$ cat config.mk
export PLATFORM = sky130hd
export DESIGN_NAME = spi_lcd_byte_feeder
export DESIGN_NICKNAME = d
export VERILOG_FILES = /design/src/rtl/spi_lcd_byte_feeder_pkg.sv /design/src/rtl/spi_lcd_byte_feeder_fifo.sv /design/src/rtl/spi_lcd_byte_feeder.sv
export SDC_FILE = /design/constraint.sdc
export NUM_CORES = 1
export LEC_CHECK = 0
export BUFFER_PORTS_ARGS = -buffer_cell sky130_fd_sc_hd__buf_4
export CAP_MARGIN = 20
export CORE_ASPECT_RATIO = 0.75
export CORE_MARGIN = 5
export CORE_UTILIZATION = 40
export CTS_BUF_LIST = sky130_fd_sc_hd__clkbuf_16
export DETAILED_ROUTE_END_ITERATION = 10
export GPL_TIMING_DRIVEN = 0
export PLACE_DENSITY = 0.7
export SYNTH_ARGS = -nofsm -noshare
export SYNTH_HDL_FRONTEND = slang
export SYNTH_SLANG_ARGS = --single-unit
$ cat constraint.sdc
create_clock -name clk -period 3.6 [get_ports clk]
set_clock_uncertainty 0.15 [all_clocks]
set_input_delay 0 -clock clk [delete_from_list [all_inputs] [get_ports clk]]
set_output_delay 0 -clock clk [all_outputs]
set_load 0.05 [all_outputs]
$ cat src/rtl/spi_lcd_byte_feeder_pkg.sv
// Shared constants, state encoding and queue entry layout for the LCD byte feeder.
package spi_lcd_byte_feeder_pkg;

  localparam int unsigned ENTRY_W = 9;
  localparam logic        DC_CMD  = 1'b0;
  localparam logic        DC_DATA = 1'b1;

  typedef enum logic [1:0] {
    IDLE = 2'd0,
    SEND = 2'd1,
    GAP  = 2'd2
  } state_t;

  typedef struct packed {
    logic       dc;
    logic [7:0] data;
  } entry_t;

endpackage

$ cat src/rtl/spi_lcd_byte_feeder_fifo.sv
// Circular-buffer FIFO with registered full/empty flags and an occupancy count.
module sync_fifo_tagged #(
  parameter int unsigned WIDTH = 9,
  parameter int unsigned DEPTH = 16
) (
  input  logic                     clk,
  input  logic                     reset,
  input  logic                     push,
  input  logic                     pop,
  input  logic [WIDTH-1:0]         din,
  output logic [WIDTH-1:0]         dout,
  output logic                     full,
  output logic                     empty,
  output logic [$clog2(DEPTH):0]   count
);

  localparam int unsigned AW = $clog2(DEPTH);
  localparam int unsigned CW = AW + 1;

  logic [WIDTH-1:0] mem [DEPTH];
  logic [AW-1:0]    wr_ptr;
  logic [AW-1:0]    rd_ptr;
  logic             do_push;
  logic             do_pop;
  logic [CW-1:0]    next_count;

  // Pushes into a full queue and pops from an empty one are both dropped.
  always_comb begin
    do_push    = push && !full;
    do_pop     = pop && !empty;
    next_count = count + CW'(do_push) - CW'(do_pop);
  end

  assign dout = mem[rd_ptr];

  always_ff @(posedge clk) begin
    if (do_push) mem[wr_ptr] <= din;
  end

  // Power-of-two depth lets the pointers wrap by plain overflow.
  always_ff @(posedge clk) begin
    if (reset) begin
      wr_ptr <= '0;
      rd_ptr <= '0;
      count  <= '0;
      full   <= 1'b0;
      empty  <= 1'b1;
    end else begin
      if (do_push) wr_ptr <= wr_ptr + AW'(1);
      if (do_pop)  rd_ptr <= rd_ptr + AW'(1);
      count <= next_count;
      full  <= (next_count == CW'(DEPTH));
      empty <= (next_count == '0);
    end
  end

endmodule

$ cat src/rtl/spi_lcd_byte_feeder.sv
// Queues tagged LCD bytes and drives the byte-level SPI transmitter's cs/data and the D/C pin.
module spi_lcd_byte_feeder
  import spi_lcd_byte_feeder_pkg::*;
#(
  parameter int unsigned DEPTH  = 16,
  parameter int unsigned CS_GAP = 4
) (
  input  logic       clk,
  input  logic       reset,
  input  logic       wr_en,
  input  logic       wr_dc,
  input  logic [7:0] wr_data,
  output logic       full,
  output logic       empty,
  output logic       busy,
  output logic       overflow,
  output logic       tx_cs,
  output logic [7:0] tx_data,
  input  logic       tx_valid,
  output logic       lcd_dc,
  output logic       byte_done
);

  localparam int unsigned CW = $clog2(DEPTH) + 1;

  state_t        state;
  logic [7:0]    gap_cnt;
  entry_t        head;
  entry_t        wr_entry;
  logic [CW-1:0] fifo_count;
  logic          has_data_c;
  logic          pop_c;

  assign wr_entry = '{dc: wr_dc, data: wr_data};

  sync_fifo_tagged #(
    .WIDTH (ENTRY_W),
    .DEPTH (DEPTH)
  ) u_fifo (
    .clk   (clk),
    .reset (reset),
    .push  (wr_en),
    .pop   (pop_c),
    .din   (wr_entry),
    .dout  (head),
    .full  (full),
    .empty (empty),
    .count (fifo_count)
  );

  // Head is consumed on the IDLE launch, or on a same-kind continuation inside a burst.
  always_comb begin
    has_data_c = (fifo_count != '0);
    pop_c      = 1'b0;
    unique case (state)
      IDLE:    pop_c = has_data_c;
      SEND:    pop_c = tx_valid && has_data_c && (head.dc == lcd_dc);
      default: pop_c = 1'b0;
    endcase
  end

  always_ff @(posedge clk) begin
    if (reset) begin
      state     <= IDLE;
      gap_cnt   <= '0;
      tx_cs     <= 1'b1;
      tx_data   <= '0;
      lcd_dc    <= DC_CMD;
      byte_done <= 1'b0;
      busy      <= 1'b0;
      overflow  <= 1'b0;
    end else begin
      byte_done <= (state == SEND) && tx_valid;
      if (wr_en && full) overflow <= 1'b1;

      unique case (state)
        // D/C only changes here, while cs is still high.
        IDLE: begin
          tx_cs <= 1'b1;
          if (has_data_c) begin
            tx_data <= head.data;
            lcd_dc  <= head.dc;
            tx_cs   <= 1'b0;
            busy    <= 1'b1;
            state   <= SEND;
          end
        end
        SEND: begin
          if (tx_valid) begin
            if (pop_c) begin
              tx_data <= head.data;
            end else begin
              tx_cs   <= 1'b1;
              gap_cnt <= 8'(CS_GAP);
              state   <= GAP;
            end
          end
        end
        // Counter reaches zero on the same edge the state returns to IDLE.
        GAP: begin
          tx_cs   <= 1'b1;
          gap_cnt <= gap_cnt - 8'd1;
          if (gap_cnt <= 8'd1) begin
            state <= IDLE;
            busy  <= 1'b0;
          end
        end
        default: begin
          state <= IDLE;
          tx_cs <= 1'b1;
          busy  <= 1'b0;
        end
      endcase
    end
  end

endmodule
# ---- Word level (Yosys, flattened, before mapping)
# Memory sizes are Yosys's and may differ from the RTL's. A register that Yosys moved wholly into a read port is not among the register bits.
# Index checks and enable logic that the tools add are counted.
dict set report totals {
  ram_bits 144
  wordCells 73
  reg_bits 38
  output_inout_bits 15
  input_bits 13
  memories 1
}
dict set report classes {
  bitwise 1
  muxes 24
  order_cmp 1
  reduce_logical 19
  n_addsub 5
  eq_ne 9
}
# name depth width read_ports rd_clocked_by_memory_dff wr line_no
set memory_table {}
lappend memory_table {u_fifo.mem 16 9 1 1 1 spi_lcd_byte_feeder_fifo.sv:20} ;# logic [WIDTH-1:0] mem [DEPTH];
# op n
set ops {}
lappend ops {{$mux W8} 5}
lappend ops {{$pmux W8 S2} 2}
lappend ops {{$add A4 B1 Y4 const B} 2}
lappend ops {{$le A8 B1 Y1 const B} 1}
lappend ops {{$mux W2} 4}
lappend ops {{$mux W4} 2}
lappend ops {{$ne A2 B2 Y1 const B} 4}
lappend ops {{$reduce_and A4 Y1} 2}
lappend ops {{$sub A8 B1 Y8 const B} 1}
lappend ops {{$mux W1} 7}
lappend ops {{$logic_and A1 B1 Y1} 6}
lappend ops {{$pmux W2 S3} 1}
lappend ops {{$reduce_and A3 Y1} 2}
lappend ops {{$add A5 B1 Y5} 1}
lappend ops {{$eq A5 B5 Y1 const B} 1}
lappend ops {{$logic_not A5 Y1} 1}
lappend ops {{$reduce_bool A5 Y1} 1}
lappend ops {{$sub A5 B1 Y5} 1}
lappend ops {{$pmux W1 S2} 2}
lappend ops {{$reduce_and A2 Y1} 2}
lappend ops {{$reduce_bool A2 Y1} 2}
lappend ops {{$pmux W1 S3} 1}
lappend ops {{$eq A2 B1 Y1 const B} 1}
lappend ops {{$eq A2 B2 Y1 const B} 1}
lappend ops {{5 further kinds} 6}

# ---- Logic depth before layout (Yosys ltp)
# Gate-level depths: netlist of run 1.
dict set report depth {
  ltp_word 7
  depth_mapped 18
  mapped_depth_nobuf 18
}

# ---- By module
# Synthesis of run 1 repeated with hierarchy kept, for this count alone.
dict set report hier_totals {
  hier_cells 456
  hier_area_um2 7519.7
}
# mod area_each_um2 instances seq_area_each_um2 cells_per_inst
set by_module_without_submodules {}
lappend by_module_without_submodules {sync_fifo_tagged 6421.2 1 4704.5 335}
lappend by_module_without_submodules {spi_lcd_byte_feeder 1098.6 1 460.4 121}

# ---- Worst setup path before layout of run 1
# No wires, ideal clock.
dict set report synth_timing {
  path_type {register to register}
  from {register with a tool-made name}
  to {register u_fifo.empty}
  arrival_time_ns 3.289
  setup_slack_ns 0.092
  setup_ns 0.070
  path_stages_with_launch 18
  n_path_buf 1
  required_ns 3.380
  synth_period_minus_slack_ns 3.508
  cell_sequence {dfxtp_1 > buf_4 > mux4_2 > a22o_1 > a31o_2 > a211oi_4 > inv_1 > ha_1 > inv_1 > ha_1 > inv_1 > fa_1 > inv_1 > a21oi_1 > o21bai_1 > xnor2_1 > nor2_1 > a21oi_1}
}
# item line_no
set synth_lines {}
lappend synth_lines {{end signal: assignment} spi_lcd_byte_feeder_fifo.sv:53} ;# empty <= (next_count == '0);
lappend synth_lines {{end: declaration} spi_lcd_byte_feeder_fifo.sv:13} ;# output logic empty,

==> results of run 1 <==
[sequential cells by signal (all words and copies together), names as in the netlist, named ones only]
signal,cells
u_fifo.rd_ptr,4
overflow,1
gap_cnt,8
tx_data,8
u_fifo.empty,1
tx_cs,1
u_fifo.mem,144
byte_done,1
u_fifo.full,1
state,2
busy,1
lcd_dc,1
u_fifo.wr_ptr,4
u_fifo.count,5
[path summary, 6_finish.rpt]
path         cells past startpoint  slack, ns      endpoint        from
max                             17       0.09  u_fifo.empty   flip-flop
min                              4       0.20      overflow       wr_en
max reg2reg                     17       0.09  u_fifo.empty   flip-flop
min reg2reg                      2       0.32    tx_data[0]  tx_data[0]
[kinds of logic after synthesis]
family	count (synthesis)	share of synthesized area, %
buffers and inverters	36	1.93
multiplexers	47	13.6
adder cells (fa/ha/maj)	14	2.45
AO/OA/AOI/OAI	51	4.60
AND/OR/NAND/NOR	95	6.33
XOR/XNOR	15	1.76
flip-flops	186	69.4
[cell usage in the layout (no fill, tap or decap), drive strengths merged, types with 2 or more instances in the layout]
master | netlist | layout
a211oi | 2 | 2
a21o | 2 | 2
a21oi | 18 | 18
a31o | 3 | 3
a31oi | 4 | 4
and2 | 3 | 3
buf | 5 | 37
bufinv | 0 | 3
clkbuf | 15 | 31
clkinv | 0 | 6
clkinvlp | 0 | 2
dfxtp | 42 | 42
dlygate4sd3 | 0 | 12
edfxtp | 144 | 144
ha | 13 | 13
inv | 16 | 20
mux2i | 3 | 3
mux4 | 43 | 43
nand2 | 8 | 8
nand2b | 4 | 4
nand3 | 12 | 12
nand3b | 2 | 2
nor2 | 32 | 32
nor2b | 4 | 4
nor3 | 17 | 17
nor4 | 2 | 2
nor4b | 2 | 2
o21a | 6 | 6
o21ai | 9 | 9
o41ai | 2 | 2
or3 | 2 | 2
or4 | 2 | 2
xnor2 | 11 | 11
xor2 | 4 | 4
[power breakdown]
group	internal, mW	switching [mW]	total, mW
sequential	2.52	0.146	2.66
clock	1.08	0.779	1.86
combinational	0.887	1.18	2.07
[metal layers]
layer,share of wire [%],global-route usage [%]
met1,46,21.4
met2,46,22.6
met3,6.7,4.13
met4,0.92,4.39
met5,0,0
[stage by stage]
stage / setup slack, ns / area [um2]
after CTS: -0.00735 / 8720
after global routing: -0.0611 / 8830
after detailed placement: -0.461 / 7970
after floorplan: 0.0915 / 7450
final: 0.0915 / 8830
after global placement: -0.383 / 7950
[cell type report]
| cell class | count | area share [%] |
|---|---|---|
| clock inverters | 15 | 1.80 |
| repair buffers | 44 | 4.08 |
| multi-input cells | 222 | 25.5 |
| flip-flops and latches | 186 | 58.5 |
| clock buffers | 17 | 4.82 |
| plain buffers | 19 | 1.05 |
| inverters | 16 | 0.680 |
| well taps | 247 | 3.50 |
[repair_timing]
action                     in CTS  in global routing
pin swaps                       3                  8
hold buffers                   12                  0
resized for setup               7                 17
hold endpoints to repair      153                  0
cloned                          0                  0
buffers inserted                3                  3
setup endpoints to repair       6                  3
[worst reg2reg max path: stages (launching register included)]
cell	delay, ns
dfxtp_2	0.32
buf_6	0.13
mux4_2	0.55
a22o_4	0.30
a31o_4	0.22
a211oi_4	0.24
inv_2	0.07
ha_4	0.21
inv_2	0.06
ha_4	0.12
inv_2	0.03
fa_2	0.33
inv_1	0.06
a21oi_1	0.06
o21bai_1	0.17
xnor2_1	0.18
nor2_1	0.10
a21oi_1	0.14
==> reports/qor.csv, run 1 <==
metric,value,unit
ys_seq_elements,186,
synth_cell_types,45,
clock_sinks,186,
synth-edff-count,144,
cts-root-buf,clkbuf_16,
total_power,6.59,mW
gp_congestion,0.794,
yosysSeqAreaShare,69.4,%
first_global_vias,4226,
htreeDepth,4,
layout.cells.non_filler,766,
synth_area_leaders,"edfxtp_1 58%, mux4_2 13%, dfxtp_1 11%",
seq_area,5170,um2
cts_buffer_depth,2,
remaining_drc_errors,0,
yosysWarnings,0,
run_status,finished clean,
synth_largest_area_cell,edfxtp_1,
p_per_area,747,nW/um2
critPathBufInv,5,
syn_avg_cell_area,16.8,um2
final_max_slew_viol_count,0,
io_pins,28,
layout_min_cycle_time,3.51,ns
die_x,168,um
ys_async_sr_fraction,0,%
syn_to_final_growth,18.5,%
ys.flop_type,edfxtp_1,
fin_crit_sh,97.5,%
synth.most_common_cell,edfxtp_1,
tns,0,ns
die_area,21500,um2
critPathKind,reg -> reg,
nets,533,
endpoint_kind,flip-flop,
wirelength,15300,um
die_h,128,um
rsz0062_at_grt,yes,
avgRoutedWirePerCell,20.0,um
via_per_inst,5.29,
cp_max_fo,5,
clock_latency,0.43,ns
drt_pass1_iterations,5,
critical_path.cell_chain,buf_6 -> mux4_2 -> a22o_4 -> a31o_4 -> a211oi_4 -> inv_2 -> ha_4 -> inv_2 -> ha_4 -> inv_2 -> fa_2 -> inv_1 -> a21oi_1 -> o21bai_1 -> xnor2_1 -> nor2_1 -> a21oi_1,
cpMostUsedCell,inv_2,
multi_input_area,2250,um2
cts_buffers,17,
fin_hold_ws,0.201,ns
crit_required,3.81,ns
port_buffers,26,
crit_arrival,3.72,ns
track_usage,15.0,%
setup_viol_count_final,0,
dp.cells,717,
grt.overflow.total,0,
clk_pin_slew,0.07,ns
tightestPinTransition,0.995,ns
hold_class,in -> reg,
max-vdd-ir-drop,0.420,mV
max_freq,0.285,GHz
antenna_cells,0,
p_leak,2.90,nW
critPathTopFamily,compound AO/OA/AOI/OAI gates,
drt_iter0_drc,359,
synth.net_count,471,
route.vias.total,4055,
hold_viol,0,
core,18400,um2
grt_first_pass_wirelength,24100,um
start_util,40.5,%
yosys-top-cells-count,"144 x edfxtp_1, 43 x mux4_2, 42 x dfxtp_1",
cpMaxStageDelayCell,mux4_2,
max_stage_delay,0.55,ns
ant_nets,0,
cts_tree,done,
syn_inst,444,
utilization,48.0,%
slew_headroom,33.4,%
antenna_found_initial,0,
cp-start-kind,flip-flop,
row_count,43,
hpwl,10100,um
grt_max_degree,17,
netlist.area_leader.share,58.1,%
syn-cell-area,7450,um2
fill_cells,1519,
cap_violations,0,
layout-drive-gt1-share,25.2,%
Note: power is estimated with default switching activity, not from simulation.
==> run 2: changes to the inputs <==
==> constraint.sdc (replaced) <==
create_clock -name clk -period 3.6 [get_ports clk]
set_clock_uncertainty 0.15 [all_clocks]
set_input_delay 0.36 -clock clk [delete_from_list [all_inputs] [get_ports clk]]
set_output_delay 0.36 -clock clk [all_outputs]
set_load 0.05 [all_outputs]
==> run 2 against run 1 <==
Net effect: via count down 1.1%; die area unchanged; combinational power about the same; critical endpoint unchanged; largest power group unchanged; highest routed layer unchanged.
==> reports/qor.csv, run 2 (synthesis results as in run 1) <==
metric,value,unit
tightestPinTransition,0.998,ns
cts-root-buf,clkbuf_16,
cts_tree,done,
cts_hold_buf,0,
endpoint_kind,flip-flop,
run_status,finished clean,
via_per_inst,5.32,
drt_iter0_drc,346,
io_pins,28,
power_frac_comb,31.3,%
final_max_slew_viol_count,0,
fin_crit_sh,97.3,%
p_per_area,756,nW/um2
cp-start-kind,flip-flop,
grt_max_degree,17,
die_x,168,um
mostFrequentLayoutCells,"144 x edfxtp_1, 43 x mux4_2, 40 x dfxtp_1",
layout_min_cycle_time,3.50,ns
drt_pass1_iterations,5,
hold_class,in -> reg,
seqPwrFrac,40.4,%
die_h,128,um
antenna_cells,0,
fin_hold_ws,0.0161,ns
htreeDepth,4,
hold_viol,0,
layout-drive-gt1-share,25.8,%
max-vdd-ir-drop,0.420,mV
route.vias.total,4009,
largest_reg_flops,144,
crit_arrival,3.71,ns
switchingPower,2.11,mW
antenna_found_initial,0,
remaining_drc_errors,0,
crit_required,3.81,ns
clock_sinks,186,
cap_violations,0,
avgRoutedWirePerCell,20.1,um
core,18400,um2
p_leak,2.85,nW
hpwl,10100,um
preCtsSetupSlack,-0.461,ns
clock_latency,0.43,ns
layout_commonest_cell,edfxtp_1,
reg2reg_slack,0.1,ns
slew_headroom,33.1,%
critPathKind,reg -> reg,
utilization,47.3,%
top_regs,"u_fifo.mem x144, gap_cnt x8, tx_data x8",
endpoint,u_fifo.empty,
top_register,u_fifo.mem,
tns,0,ns
setup_viol_count_final,0,
row_count,43,
p_int,4.48,mW
max_freq,0.286,GHz
wirelength,15200,um
grt.overflow.total,0,
worst_slack,0.0975,ns
ant_nets,0,
r2r_end,u_fifo.empty,
die_area,21500,um2
grt_first_pass_wirelength,23900,um
cts_buffer_depth,2,
rsz0062_at_grt,yes,
nets,521,
track_usage,14.8,%
p_sw_share,32.0,%
p_clk_share,28.2,%
cts_buffers,17,
cp_max_fo,5,
first_global_vias,4170,
clk_pin_slew,0.07,ns
start_util,40.5,%
syn_to_final_growth,16.9,%
rr_worst_depth,17,
port_buffers,26,
gp_congestion,0.794,
## run 2: cell count changes in the layout (fill, tap and decap cells not counted), sizes merged
cell | previous run | this run
dlygate4sd3 | 12 | 0
## run 2: per-layer routing
metal | global-route usage (%) | up-vias | wire length [um]
met4 | 4.39 | 0 | 148
met5 | 0 | - | 0
met1 | 21.2 | 2086 | 7210
met3 | 4.13 | 14 | 788
li1 | - | 1827 | -
met2 | 22.5 | 82 | 7040
## run 2: through the flow
step,power (mW),area (um2),std cells
floorplan,4.04,7450,444
global placement,4.49,7950,717
detailed placement,4.57,7970,717
CTS,6.47,8600,751
global route,6.91,8710,754
finish,6.59,8710,754
## run 2: critical path, stage by stage, from the launching register on
cell      delay, ns
dfxtp_2        0.32
buf_6          0.13
mux4_2         0.55
a22o_4         0.30
a31o_4         0.22
a211oi_4       0.23
inv_2          0.07
ha_4           0.21
inv_2          0.06
ha_4           0.12
inv_2          0.03
fa_2           0.33
inv_1          0.06
a21oi_1        0.06
o21bai_1       0.17
xnor2_1        0.18
nor2_1         0.10
a21oi_1        0.13
## run 2: what timing repair did
item                                   in CTS  in global routing
resized for setup                           7                 17
setup buffers                               3                  3
pin swaps                                   3                  8
endpoints found under the hold margin       0                  0
setup endpoints to repair                   6                  3
## run 2: power groups by stage
stage                     Clock (mW)  Combinational, mW  Sequential [mW]
final                           1.86               2.06             2.66
after global routing            1.97               2.26             2.69
after detailed placement           0               1.88             2.69
after CTS                       1.88               1.93             2.66
after global placement             0               1.82             2.67
after floorplan                    0               1.13             2.91
## run 2: layout make-up
type                       count  area, um2
fill                        1532       9690
multi-input combinational    222       2250
timing repair buffer          32        240
clock buffer                  17        425
sequential                   186       5170
clock inverter                15        159
inverter                      16       60.1
tap                          247        309
buffer                        19       92.6
## run 2: how the worst min path moves through the flow
stage / to / from / cells past startpoint
finish: overflow / wr_en / 3
global route: overflow / wr_en / 3
CTS: overflow / wr_en / 3
detailed placement: tx_data[0] / tx_data[0] / 2
global placement: overflow / overflow / 2
floorplan: u_fifo.mem[0][0] / wr_data[0] / 0
